[config.mk]
export PLATFORM = sky130hd
export DESIGN_NAME = serial_tx
export DESIGN_NICKNAME = d
export VERILOG_FILES = /design/src/rtl/tx_pkg.sv /design/src/rtl/piso_shift_reg.sv /design/src/rtl/serial_tx.sv
export SDC_FILE = /design/constraint.sdc
export NUM_CORES = 1
export LEC_CHECK = 0
export CAP_MARGIN = 20
export CORE_MARGIN = 2
export CORE_UTILIZATION = 50
export DETAILED_ROUTE_END_ITERATION = 10
export GPL_TIMING_DRIVEN = 0
export PLACE_DENSITY = 0.76
export SYNTH_ARGS = -nofsm -noshare
export SYNTH_HDL_FRONTEND = slang
export SYNTH_HIERARCHICAL = 1
export SYNTH_SLANG_ARGS = --single-unit
[constraint.sdc]
create_clock -name i_clk -period 3.8 [get_ports i_clk]
set_input_delay 0.57 -clock i_clk [delete_from_list [all_inputs] [get_ports i_clk]]
set_output_delay 0.57 -clock i_clk [all_outputs]
set_load 0.03 [all_outputs]
[src/rtl/tx_pkg.sv]
// Shared types and line levels for the framed serial transmitter.
package tx_pkg;

  typedef enum logic [1:0] {
    IDLE  = 2'd0,
    START = 2'd1,
    DATA  = 2'd2,
    STOP  = 2'd3
  } tx_state_t;

  localparam logic TX_IDLE_LEVEL  = 1'b1;
  localparam logic TX_START_LEVEL = 1'b0;
  localparam logic TX_STOP_LEVEL  = 1'b1;

  // Counter width for a 0..range-1 count, never narrower than one bit.
  function automatic int cnt_width(input int range);
    return (range > 1) ? $clog2(range) : 1;
  endfunction

endpackage

[src/rtl/piso_shift_reg.sv]
// Parallel-in, serial-out shift register; parallel load wins over shift.
module piso_shift_reg #(
  parameter int DATA_WIDTH = 8
) (
  input  logic                  i_clk,
  input  logic                  i_clear,
  input  logic                  i_load,
  input  logic                  i_shift,
  input  logic [DATA_WIDTH-1:0] i_d,
  output logic                  o_q0
);

  logic [DATA_WIDTH-1:0] r_q;

  always_ff @(posedge i_clk) begin
    if (i_clear)      r_q <= '0;
    else if (i_load)  r_q <= i_d;
    else if (i_shift) r_q <= r_q >> 1;
  end

  assign o_q0 = r_q[0];

endmodule

[src/rtl/serial_tx.sv]
// Framed serial transmitter: start bit, DATA_WIDTH bits LSB first, stop bit.
// state | meaning: IDLE ready for a byte | START line low | DATA shifting bits | STOP line high
module serial_tx
  import tx_pkg::*;
#(
  parameter int DATA_WIDTH   = 8,
  parameter int CLKS_PER_BIT = 4
) (
  input  logic                  i_clk,
  input  logic                  i_clear,
  input  logic [DATA_WIDTH-1:0] i_data_in,
  input  logic                  i_load,
  output logic                  o_ready,
  output logic                  o_tx,
  output logic                  o_busy,
  output logic                  o_done
);

  localparam int TIMER_W = cnt_width(CLKS_PER_BIT);
  localparam int INDEX_W = cnt_width(DATA_WIDTH);

  tx_state_t          r_state;
  tx_state_t          w_next_state;
  logic [TIMER_W-1:0] r_bit_timer;
  logic [INDEX_W-1:0] r_bit_index;
  logic               r_tx;
  logic               r_done;
  logic               w_accept;
  logic               w_bit_end;
  logic               w_last_bit;
  logic               w_shift;
  logic               w_tx_next;
  logic               w_q0;

  assign w_bit_end  = (r_bit_timer == TIMER_W'(CLKS_PER_BIT - 1));
  assign w_last_bit = (r_bit_index == INDEX_W'(DATA_WIDTH - 1));

  always_ff @(posedge i_clk) begin
    if (i_clear) begin
      r_state     <= IDLE;
      r_bit_timer <= '0;
      r_bit_index <= '0;
      r_tx        <= TX_IDLE_LEVEL;
      r_done      <= 1'b0;
    end else begin
      r_state <= w_next_state;
      r_tx    <= w_tx_next;
      r_done  <= (r_state == STOP) && w_bit_end;
      if (r_state == IDLE || w_bit_end) r_bit_timer <= '0;
      else                              r_bit_timer <= r_bit_timer + 1'b1;
      if (r_state == DATA && w_bit_end)
        r_bit_index <= w_last_bit ? '0 : r_bit_index + 1'b1;
    end
  end

  always_comb begin
    w_next_state = r_state;
    case (r_state)
      IDLE:  if (w_accept)               w_next_state = START;
      START: if (w_bit_end)              w_next_state = DATA;
      DATA:  if (w_bit_end && w_last_bit) w_next_state = STOP;
      STOP:  if (w_bit_end)              w_next_state = IDLE;
      default:                           w_next_state = IDLE;
    endcase
  end

  // The line is registered, so each bit is fetched and the register shifted
  // at the edge where that bit begins; q0 always holds the next bit to send.
  always_comb begin
    o_ready  = (r_state == IDLE);
    o_busy   = (r_state != IDLE);
    w_accept = o_ready && i_load;
    w_shift  = w_bit_end && (r_state == START || r_state == DATA);
    case (w_next_state)
      START:   w_tx_next = TX_START_LEVEL;
      DATA:    w_tx_next = w_bit_end ? w_q0 : r_tx;
      STOP:    w_tx_next = TX_STOP_LEVEL;
      default: w_tx_next = TX_IDLE_LEVEL;
    endcase
  end

  piso_shift_reg #(.DATA_WIDTH(DATA_WIDTH)) u_piso (
    .i_clk   (i_clk),
    .i_clear (i_clear),
    .i_load  (w_accept),
    .i_shift (w_shift),
    .i_d     (i_data_in),
    .o_q0    (w_q0)
  );

  assign o_tx   = r_tx;
  assign o_done = r_done;

endmodule
==> results of run 1 <==
## per-stage QoR
stage | util (%) | instances | hold slack [ps] | area, um^2
global placement | 60.6 | 120 | 419 | 1020
finish | 62.2 | 124 | 435 | 1050
floorplan | - | 90 | 407 | 872
detailed placement | 60.6 | 120 | 426 | 1020
CTS | 62.2 | 124 | 440 | 1050
global route | 62.2 | 124 | 459 | 1050
## worst register-to-register path: cells and delay by family, from the launching register on
family | cells | cell delay [ps]
AOI/OAI and AO/OA | 2 | 510
muxes | 1 | 310
adders and majority gates | 1 | 250
buffers and inverters | 1 | 100
DFF | 1 | 420
## cells in the final DEF (no fill, tap or decap), drive strengths merged, types with 2 or more instances in the layout
cell           instances
nand3                  2
a21o                   2
a211oi                 8
nor2b                 10
inv                    6
nand2                  6
nor2                   4
mux2i                  7
a21oi                  4
clkdlybuf4s50         13
buf                    2
dfxtp                 17
clkbuf                 4
ha                     8
## state kept, by name (all words and copies together), names as in the netlist
signal and count:
r_state 2, r_bit_timer 2, r_bit_index 3, o_tx 1
u_piso/r_q 8, o_done 1
## layer usage
layer	wire length, um	part of all wire, %	vias to the layer above
met5	0	0	-
met4	13	0.89	0
met3	46	3.1	2
met2	678	46	9
met1	729	50	301
li1	-	-	352
## Yosys cell counts (2+ instances only)
cell type / instances
sky130_fd_sc_hd__dfxtp_1: 17
sky130_fd_sc_hd__nor2b_1: 10
sky130_fd_sc_hd__a211oi_1: 8
sky130_fd_sc_hd__ha_1: 8
sky130_fd_sc_hd__mux2i_1: 7
sky130_fd_sc_hd__inv_1: 6
sky130_fd_sc_hd__nand2_1: 6
sky130_fd_sc_hd__a21oi_1: 4
sky130_fd_sc_hd__nor2_1: 4
sky130_fd_sc_hd__a21o_1: 2
sky130_fd_sc_hd__buf_6: 2
sky130_fd_sc_hd__nand3_1: 2
## cell families (layout without fill, tap and decap cells)
| family | Yosys count | in the layout |
|---|---|---|
| AOI/OAI and AO/OA | 19 | 19 |
| adders and majority gates | 8 | 8 |
| buffers and inverters | 10 | 27 |
| DFF | 17 | 17 |
| muxes | 8 | 8 |
| and+or+nand+nor | 28 | 28 |
## path summary, 6_finish.rpt
kind	endpoint	slack, ps	cells past startpoint
min	r_bit_timer[0]	430	1
max reg2reg	o_tx	2110	5
max	o_busy	1460	4
min reg2reg	r_bit_timer[0]	430	1
## report_power, final
part / switching (mW) / total (mW) / internal, mW
registers: 0.0117 / 0.211 / 0.199
clock network: 0.0563 / 0.0953 / 0.0390
logic: 0.0699 / 0.134 / 0.0645
## area by class of cell
type / count / area [um^2] / area share, %
buffer: 4 / 36.3 / 3.45
clock buffer: 3 / 22.5 / 2.14
clock inverter: 1 / 5.00 / 0.476
inverter: 6 / 22.5 / 2.14
multi-input combinational: 63 / 473 / 45.0
sequential: 17 / 340 / 32.4
tap: 17 / 21.3 / 2.02
timing repair buffer: 13 / 130 / 12.4
==> summary.txt, run 1 <==
STA
  • TNS Setup: 0 ps
  • Transition time of the tightest slew-check pin: 391 ps
  • Slack of the critical path: 1460 ps
  • Slew HR: 73.9%
  • RSZ-0062 raised after global routing: false
  • Highest clock rate: 428 MHz
  • Post-layout minimum cycle time: 2340 ps
  • Fin Clk Skew: 2.75 ps
  • Number of hold violations in the final report: 0
  • Setup-failing EPs final: 0
  • Number of max-slew violations in the final report: 0
  • Portion of the clock cycle consumed by the worst path in the final layout: 61.5%

Yosys
  • Post-synth design cell area: 872 um^2
  • Post-synthesis cell type with the largest combined area: sky130_fd_sc_hd__dfxtp_1
  • YS warnings: 6
  • Gate count of the mapped netlist: 90
  • Number of flops mapped to enable cells by yosys: 0
  • Post-synthesis net count: 109
  • Sequential share of the synthesized area: 39.0%
  • Number of unique standard cell types used by synthesis: 26
  • Post-synthesis sequential element count: 17
  • Commonest register cell after synthesis: sky130_fd_sc_hd__dfxtp_1
  • Post-Synth XOR/XNOR Area: 0%
  • Combinational family with the most area after synthesis: simple AND/OR/NAND/NOR gates
  • Fraction of synthesis flops using an asynchronous set or reset pin: 0%
  • Area share of the leading cell type in the synthesized netlist: 39.0%
  • Mean cell area of the mapped netlist: 9.69 um^2
  • Proportion of synthesized area in mux cells: 9.76%
  • Post-synthesis compound-gate area fraction: 15.4%
  • Synth Area in Adders: 11.5%
  • Most area-consuming cells after synthesis: sky130_fd_sc_hd__dfxtp_1, sky130_fd_sc_hd__ha_1, sky130_fd_sc_hd__mux2i_1, sky130_fd_sc_hd__nor2b_1, sky130_fd_sc_hd__a211oi_1
  • Simple-gate portion of the synthesized area: 17.6%

GRT
  • Wire length of the first global-routing pass: 2460 um
  • Overall fraction of global-route tracks in use: 16.5%
  • Largest net degree at the start of global routing: 11
  • Met3 demand-to-capacity share in global routing: 3.57%
  • GR met2 Demand/Resource: 23.7%
  • Global-route met1 utilization: 23.8%
  • Vias in the first global route: 568
  • Total congestion overflow after global routing: 0
  • Initial antenna violation count: 0
  • Routing layer with the top usage in global route: met1

Drt
  • Post-DR vias/cell: 5.35
  • Detailed Route Iter0 Violations: 5
  • Residual antenna-violating net count after detailed routing: 0
  • Total detailed-routing wirelength: 1470 um
  • Post-route DRC: 0
  • First drt pass iteration count: 3
  • Average wire per cell in the routed design: 11.8 um
  • Number of vias after detailed routing: 664

Clock network
  • CTS H-tree lvls: 1
  • Post-CTS Hold Fix Bufs: 0
  • Root buffer selected by CTS: sky130_fd_sc_hd__clkbuf_4
  • Buffers from clock root to sink, at most: 2
  • Num Clock Sinks: 17
  • Number of setup buffers added after CTS: 0
  • CTS clock-pin slew for the worst setup and hold paths: 100 ps
  • Number of buffers added by the clock tree synthesis step: 3
  • Clock network latency to the later pin of the worst-skew pair: 280 ps
  • Quantity of gates resized following cts: 0
  • TritonCTS clock tree: done

Setup path
  • Slowest Stage Delay on Critical Path: 660 ps
  • Critical path type: reg2out
  • Worst path top cell family by delay: buffers and inverters
  • Crit end category: output port
  • WP data required: 3230 ps
  • Worst setup path start: r_state[1]
  • Data arrival at the endpoint of the critical path: 1770 ps
  • Reg-to-Reg Start: r_state[1]
  • CP dominant cell by count: sky130_fd_sc_hd__inv_1
  • Count of buffering cells on the critical path with inverters included: 3
  • Worst-path maximum fanout: 5
  • Slowest cell on the critical path: sky130_fd_sc_hd__clkdlybuf4s50_1
  • Startpoint type of the worst setup path: flop
  • Ordered list of cells on the worst path: inv_1, ha_1, inv_1, clkdlybuf4s50_1

Floorplanning
  • # rows: 15
  • Die X-Extent: 45.8 um
  • Height of the chip: 45.8 um
  • Die footprint: 0.00209 mm^2
  • Top-Level Pins: 15
  • Effective utilization at floorplan: 51.6%
  • Area of the core region: 0.00169 mm^2

Power
  • Static Leakage: 0.423 nW
  • Maximum vdd ir drop: 287 uV
  • Sum of internal, switching and leakage power: 0.440 mW
  • Power density relative to cell area: 419 mW/mm^2

Worst hold path
  • HP Start: r_bit_timer[0]
  • Kind of path behind the tightest hold check: reg2reg

Run
  • Number of maximum-capacitance violations: 0

Placed design
  • DP Wirelength: 1110 um
  • Number of buffer cells added on primary ports: 13
  • Worst Setup Slack post-DPL: 1760 ps
  • RePlAce Congestion: 0.748

Finish
  • Fraction of final layout cells with drive strength greater than 1: 8.41%
  • Layout area overhead: 20.5%
  • Total Nets Final: 127
  • Antenna Cells: 0
  • Filler Cells Inserted: 152

Run status
  • Outcome: finished, final reports clean
Power figures use the tool's default switching activity.
==> inputs of run 2 (changes only) <==
- CORE_UTILIZATION: 50 -> 45
- PLACE_DENSITY: 0.76 -> 0.72
- clock period: 3.8 -> 2.1 ns (I/O delays scaled with it)
==> run 2 against run 1 <==
Effect of this change:
- first-iteration DRC count up 40%
- die area rose by 10%
- wire length increased by 3.7%
- non-clock buffer count unchanged
- largest power group unchanged
- utilization fell by 2.6 points
- cell area increased by 1.1%
- sequential share of layout area down 0.34 points
==> summary.txt, run 2 (same netlist as run 1, synthesis figures left out) <==
Run status
  • Outcome: finished, final reports clean

Drt
  • Detailed Route Iter0 Violations: 7 (+2)
  • Post-route DRC: 0 (unchanged)
  • Post-DR vias/cell: 5.17 (-3.4%)
  • Average wire per cell in the routed design: 11.5 um (-2.5%)
  • Total detailed-routing wirelength: 1520 um (+3.7%)
  • Number of vias after detailed routing: 683 (+2.9%)
  • First drt pass iteration count: 2 (-1)
  • Residual antenna-violating net count after detailed routing: 0 (unchanged)

Floorplanning
  • Height of the chip: 48.0 um (+4.9%)
  • Area of the core region: 0.00178 mm^2 (+5.6%)
  • Die X-Extent: 48.0 um (+4.9%)
  • Effective utilization at floorplan: 48.9% (-2.7 points)
  • Top-Level Pins: 15 (unchanged)
  • Die footprint: 0.00231 mm^2 (+10%)
  • # rows: 15 (unchanged)

Power
  • Maximum vdd ir drop: 491 uV (+71%)
  • Sum of internal, switching and leakage power: 0.795 mW (+80%)
  • Power density relative to cell area: 748 mW/mm^2 (+79%)
  • Static Leakage: 0.431 nW (+1.8%)

Clock network
  • Num Clock Sinks: 17 (unchanged)
  • Number of buffers added by the clock tree synthesis step: 3 (unchanged)
  • Root buffer selected by CTS: sky130_fd_sc_hd__clkbuf_4
  • TritonCTS clock tree: done
  • CTS H-tree lvls: 1 (unchanged)
  • Buffers from clock root to sink, at most: 2 (unchanged)
  • Clock network latency to the later pin of the worst-skew pair: 280 ps (about the same)
  • CTS clock-pin slew for the worst setup and hold paths: 100 ps (about the same)

Setup path
  • CP dominant cell by count: sky130_fd_sc_hd__inv_1
  • Crit end category: output port
  • Length in cells of the worst reg-to-reg path: 5 (unchanged)
  • Worst-path maximum fanout: 5 (unchanged)
  • Reg-to-Reg Start: r_state[1]
  • Ordered list of cells on the worst path: inv_1, ha_1, inv_1, dlygate4sd2_1
  • Worst setup slack for register-to-register paths: 410 ps (-1700 ps)
  • WP data required: 1780 ps (-1450 ps)
  • Endpoint of the worst register-to-register path: o_tx
  • Slowest cell on the critical path: sky130_fd_sc_hd__dfxtp_1
  • Startpoint type of the worst setup path: flop
  • Data arrival at the endpoint of the critical path: 1510 ps (-260 ps)
  • Slowest Stage Delay on Critical Path: 420 ps (-240 ps)
  • Critical path type: reg2out

GRT
  • Overall fraction of global-route tracks in use: 15.9% (-0.56 points)
  • Wire length of the first global-routing pass: 2500 um (+2.0%)
  • Largest net degree at the start of global routing: 11 (unchanged)
  • Vias in the first global route: 609 (+7.2%)
  • Initial antenna violation count: 0 (unchanged)
  • Total congestion overflow after global routing: 0 (unchanged)

STA
  • Transition time of the tightest slew-check pin: 427 ps (+35.7 ps)
  • Setup-failing EPs final: 0 (unchanged)
  • Number of max-slew violations in the final report: 0 (unchanged)
  • RSZ-0062 raised after global routing: false
  • Post-layout minimum cycle time: 1820 ps
  • Fin Clk Skew: 2.96 ps (+0.212 ps)
  • Highest clock rate: 549 MHz
  • TNS Setup: 0 ps (unchanged)
  • Portion of the clock cycle consumed by the worst path in the final layout: 86.7%
  • Hold WS: 382 ps (-53.1 ps)
  • Number of hold violations in the final report: 0 (unchanged)
  • Slew HR: 71.6% (-2.4 points)

Finish
  • Largest register by flop count: u_piso/r_q
  • Final standard cell utilization of the core: 59.6% (-2.6 points)
  • Filler Cells Inserted: 164 (+7.9%)
  • Number of flip-flops under the largest register name: 8 (unchanged)
  • Antenna Cells: 0 (unchanged)
  • Largest registers ranked by flip-flop count: u_piso/r_q (8), r_bit_index (3)
  • Area of the multi-input gates: 473 um^2 (unchanged)
  • Highest-count cells in the layout ignoring fill and taps: sky130_fd_sc_hd__dfxtp_1, sky130_fd_sc_hd__clkdlybuf4s50_1, sky130_fd_sc_hd__nor2b_1, sky130_fd_sc_hd__a211oi_1, sky130_fd_sc_hd__ha_1
  • Leading cell type in the layout, fill and taps excluded: sky130_fd_sc_hd__dfxtp_1
  • Layout area overhead: 21.8%
  • Total Nets Final: 127 (unchanged)
  • Fraction of final layout cells with drive strength greater than 1: 8.41% (unchanged)
  • Reg area: 340 um^2 (unchanged)

Placed design
  • DP Wirelength: 1140 um (+3.1%)
  • Number of buffer cells added on primary ports: 13 (unchanged)
  • RePlAce Congestion: 0.761 (+1.8%)

Worst hold path
  • End point of the most critical hold path: u_piso/r_q[7]
  • Worst hold path depth: 2 (+1)
  • HP Start: i_clear
  • Kind of path behind the tightest hold check: in2reg

Run
  • Number of maximum-capacitance violations: 0 (unchanged)
-- run 2: worst max-delay path by stage --
stage | start | to | slack [ps] | depth (start not counted)
finish | r_state[1] | o_busy | 280 | 4
global route | r_state[1] | o_busy | 150 | 4
global placement | r_state[1] | o_busy | 340 | 4
floorplan | r_state[0] | o_tx | 400 | 6
detailed placement | r_state[1] | o_busy | 320 | 4
CTS | r_state[1] | o_ready | 60 | 3
-- run 2: timing repair --
action	4_1_cts	5_1_grt
buffers inserted	0	0
hold buffers	0	0
gates resized for setup	1	1
setup endpoints to repair	1	1
endpoints found under the hold margin	0	0
-- run 2: power breakdown --
part / switching [mW] / internal [mW] / total (mW)
Clock: 0.102 / 0.0707 / 0.173
Sequential: 0.0209 / 0.360 / 0.381
Combinational: 0.129 / 0.112 / 0.241
Total: 0.252 / 0.542 / 0.795
-- run 2: metrics by stage --
stage	setup WS, ps	instance area [um^2]	cells
detailed placement	323	1030	128
global route	152	1060	132
floorplan	396	872	90
finish	280	1060	132
global placement	340	1030	128
CTS	59.6	1060	132
-- run 2: layout make-up --
class,instances,area share [%]
Clock buffer,3,2.12
Tap cell,25,2.94
Buffer,4,3.42
Multi-Input combinational cell,63,44.5
Timing Repair Buffer,13,12.4
Clock inverter,1,0.471
Sequential cell,17,32.0
Inverter,6,2.12
-- run 2: worst max-delay path: cells and delay by family (launching register included) --
family     cells  cell delay (ps)
buf+inv        3              560
flops          1              420
fa+ha+maj      1              250
-- run 2: routing by layer --
layer	share of wire, %	global-route usage (%)
met1	48	18.8
met2	48	26.1
met3	3.2	4.53
met4	0.79	8.11
met5	0	0
==> inputs of run 3 (changes only) <==
- CORE_UTILIZATION: 45 -> 50
- PLACE_DENSITY: 0.72 -> 0.82
- clock period: 2.1 -> 1.8 ns (I/O delays scaled with it)
==> run 3 against run 2 <==
Effect of this change:
- flip-flop and latch count unchanged
- sequential power is 17% higher
- via count shrank 0.59%
- combinational power rose by 13%
- register-to-register slack worse by 270 ps
- die area shrank 9.2%
- clock-buffer cell count did not move
- worst setup slack worse by 190 ps
==> summary.txt, run 3 (same netlist as run 1, synthesis figures left out) <==
Setup path
  • WP data required: 1530 ps (-250 ps)
  • Critical path type: reg2out
  • Crit end category: output port
  • Startpoint type of the worst setup path: flop
  • Data arrival at the endpoint of the critical path: 1440 ps (-70 ps)
  • Worst setup slack for register-to-register paths: 140 ps (-270 ps)
  • Worst-path maximum fanout: 5 (unchanged)

Placed design
  • Number of buffer cells added on primary ports: 13 (unchanged)
  • DP Wirelength: 1090 um (-4.6%)
  • Total placed cells including tap cells: 120 (-6.3%)
  • RePlAce Congestion: 0.714 (-6.2%)
  • Post-place instance area: 0.00102 mm^2 (-0.97%)

Drt
  • Average wire per cell in the routed design: 11.9 um (+3.4%)
  • Number of vias after detailed routing: 679 (-0.59%)
  • Detailed Route Iter0 Violations: 3 (-4)
  • Post-DR vias/cell: 5.48 (+5.8%)
  • Total detailed-routing wirelength: 1480 um (-2.9%)
  • Post-route DRC: 0 (unchanged)
  • First drt pass iteration count: 4 (+2)
  • Residual antenna-violating net count after detailed routing: 0 (unchanged)

STA
  • Setup-failing EPs final: 0 (unchanged)
  • TNS Setup: 0 ps (unchanged)
  • RSZ-0062 raised after global routing: false
  • Number of max-slew violations in the final report: 0 (unchanged)
  • Portion of the clock cycle consumed by the worst path in the final layout: 95.0%
  • Highest clock rate: 585 MHz
  • Slew HR: 73.9% (+2.4 points)
  • Fin Clk Skew: 10.3 ps (+7.35 ps)
  • Transition time of the tightest slew-check pin: 391 ps (-35.9 ps)
  • Number of hold violations in the final report: 0 (unchanged)
  • Post-layout minimum cycle time: 1710 ps

Power
  • Maximum vdd ir drop: 458 uV (-6.7%)
  • Sequential fraction of design power: 48.1% (about the same)
  • Switching power share of the total: 32.2% (+0.44 points)
  • Switching power summed over all nets: 0.298 mW (+18%)
  • Static Leakage: 0.424 nW (-1.6%)
  • Power density relative to cell area: 884 mW/mm^2 (+18%)
  • Portion of total power attributed to the clock network: 22.4% (+0.6 points)
  • Logic gate share of total power: 29.4% (-0.9 points)
  • Internal power contribution: 0.628 mW (+16%)

Floorplanning
  • Die footprint: 0.00209 mm^2 (-9.2%)
  • Area of the core region: 0.00169 mm^2 (-5.3%)
  • Effective utilization at floorplan: 51.6% (+2.7 points)
  • Top-Level Pins: 15 (unchanged)
  • Height of the chip: 45.8 um (-4.7%)
  • # rows: 15 (unchanged)
  • Die X-Extent: 45.8 um (-4.7%)

Clock network
  • CTS clock-pin slew for the worst setup and hold paths: 110 ps (about the same)
  • Num Clock Sinks: 17 (unchanged)
  • Buffers from clock root to sink, at most: 2 (unchanged)
  • Post-CTS Hold Fix Bufs: 0 (unchanged)
  • Clock network latency to the later pin of the worst-skew pair: 300 ps (+20 ps)
  • Root buffer selected by CTS: sky130_fd_sc_hd__clkbuf_4
  • CTS H-tree lvls: 1 (unchanged)
  • TritonCTS clock tree: done
  • Number of buffers added by the clock tree synthesis step: 3 (unchanged)

GRT
  • Initial antenna violation count: 0 (unchanged)
  • Largest net degree at the start of global routing: 11 (unchanged)
  • Total congestion overflow after global routing: 0 (unchanged)
  • Vias in the first global route: 615 (+0.99%)
  • Overall fraction of global-route tracks in use: 16.8% (+0.90 points)
  • Wire length of the first global-routing pass: 2560 um (+2.2%)

Finish
  • Fraction of final layout cells with drive strength greater than 1: 10.3% (+1.9 points)
  • Antenna Cells: 0 (unchanged)
  • Leading cell type in the layout, fill and taps excluded: sky130_fd_sc_hd__dfxtp_1
  • Largest register by flop count: u_piso/r_q
  • Final standard cell utilization of the core: 61.9% (+2.3 points)
  • Total Nets Final: 127 (unchanged)
  • Number of flip-flops under the largest register name: 8 (unchanged)
  • Layout Cell Area excl Fill: 0.00105 mm^2 (-1.5%)
  • Largest registers ranked by flip-flop count: u_piso/r_q (8), r_bit_index (3)
  • Layout area overhead: 19.9%
  • Highest-count cells in the layout ignoring fill and taps: sky130_fd_sc_hd__dfxtp_1, sky130_fd_sc_hd__clkdlybuf4s50_1, sky130_fd_sc_hd__nor2b_1, sky130_fd_sc_hd__a211oi_1, sky130_fd_sc_hd__ha_1
  • Number of standard cells in the final layout excluding fillers: 124 (-6.1%)

Run
  • Number of maximum-capacitance violations: 0 (unchanged)

Run status
  • Outcome: finished, final reports clean

Worst hold path
  • Kind of path behind the tightest hold check: in2reg
==> run 3: cell types whose count changed in the layout (fill, tap and decap cells not counted), sizes merged <==
cell          previous run  this run
clkbuf                   4         5
dlymetal6s2s             1         0
==> run 3: power groups by stage <==
stage	Sequential, mW	Combinational (mW)	Clock, mW
6_report	0.445	0.272	0.208
5_1_grt	0.449	0.303	0.231
4_1_cts	0.446	0.273	0.212
3_5_place_dp	0.454	0.280	0
3_3_place_gp	0.452	0.276	0
2_1_floorplan	0.461	0.185	0
==> run 3: layout make-up <==
| type | instances | area (um^2) |
|---|---|---|
| Tap cell | 17 | 21.3 |
| Buffer | 4 | 36.3 |
| Clock inverter | 1 | 5.00 |
| Sequential cell | 17 | 342 |
| Multi-Input combinational cell | 63 | 473 |
| Inverter | 6 | 22.5 |
| Clock buffer | 3 | 22.5 |
| Fill cell | 138 | 643 |
| Timing Repair Buffer | 13 | 124 |
==> run 3: worst paths after layout <==
path / start / cells after the start / endpoint
worst min-delay path: i_clear / 2 / r_bit_index[1]
worst max-delay path: r_state[0] / 3 / o_ready
worst max register to register: r_state[0] / 6 / u_piso/r_q[7]
worst min register to register: r_bit_timer[0] / 1 / r_bit_timer[0]
==> run 3: routing by layer <==
layer	vias up	GRT usage, %	share of wire [%]
met1	310	22.6	50
met2	15	26.2	46
met3	2	3.57	4.1
li1	352	-	-
met4	0	6.86	0.68
met5	-	0	0
==> run 3: what timing repair did <==
item | CTS | global route
endpoints found under the setup margin | 2 | 2
gates resized for setup | 2 | 3
buffers inserted | 0 | 0
endpoints found under the hold margin | 0 | 0
==> run 3: worst max-delay path, stage by stage, from the launching register on <==
cell	delay, ps
sky130_fd_sc_hd__dfxtp_1	350
sky130_fd_sc_hd__inv_1	130
sky130_fd_sc_hd__ha_1	260
sky130_fd_sc_hd__dlygate4sd2_1	420
==> run 3: per-stage QoR <==
step	setup slack, ps	power, mW	hold slack (ps)
floorplan	95.6	0.646	407
global placement	111	0.729	420
detailed placement	83.5	0.735	428
CTS	31.9	0.930	321
global route	26.6	0.983	340
finish	89.4	0.925	325
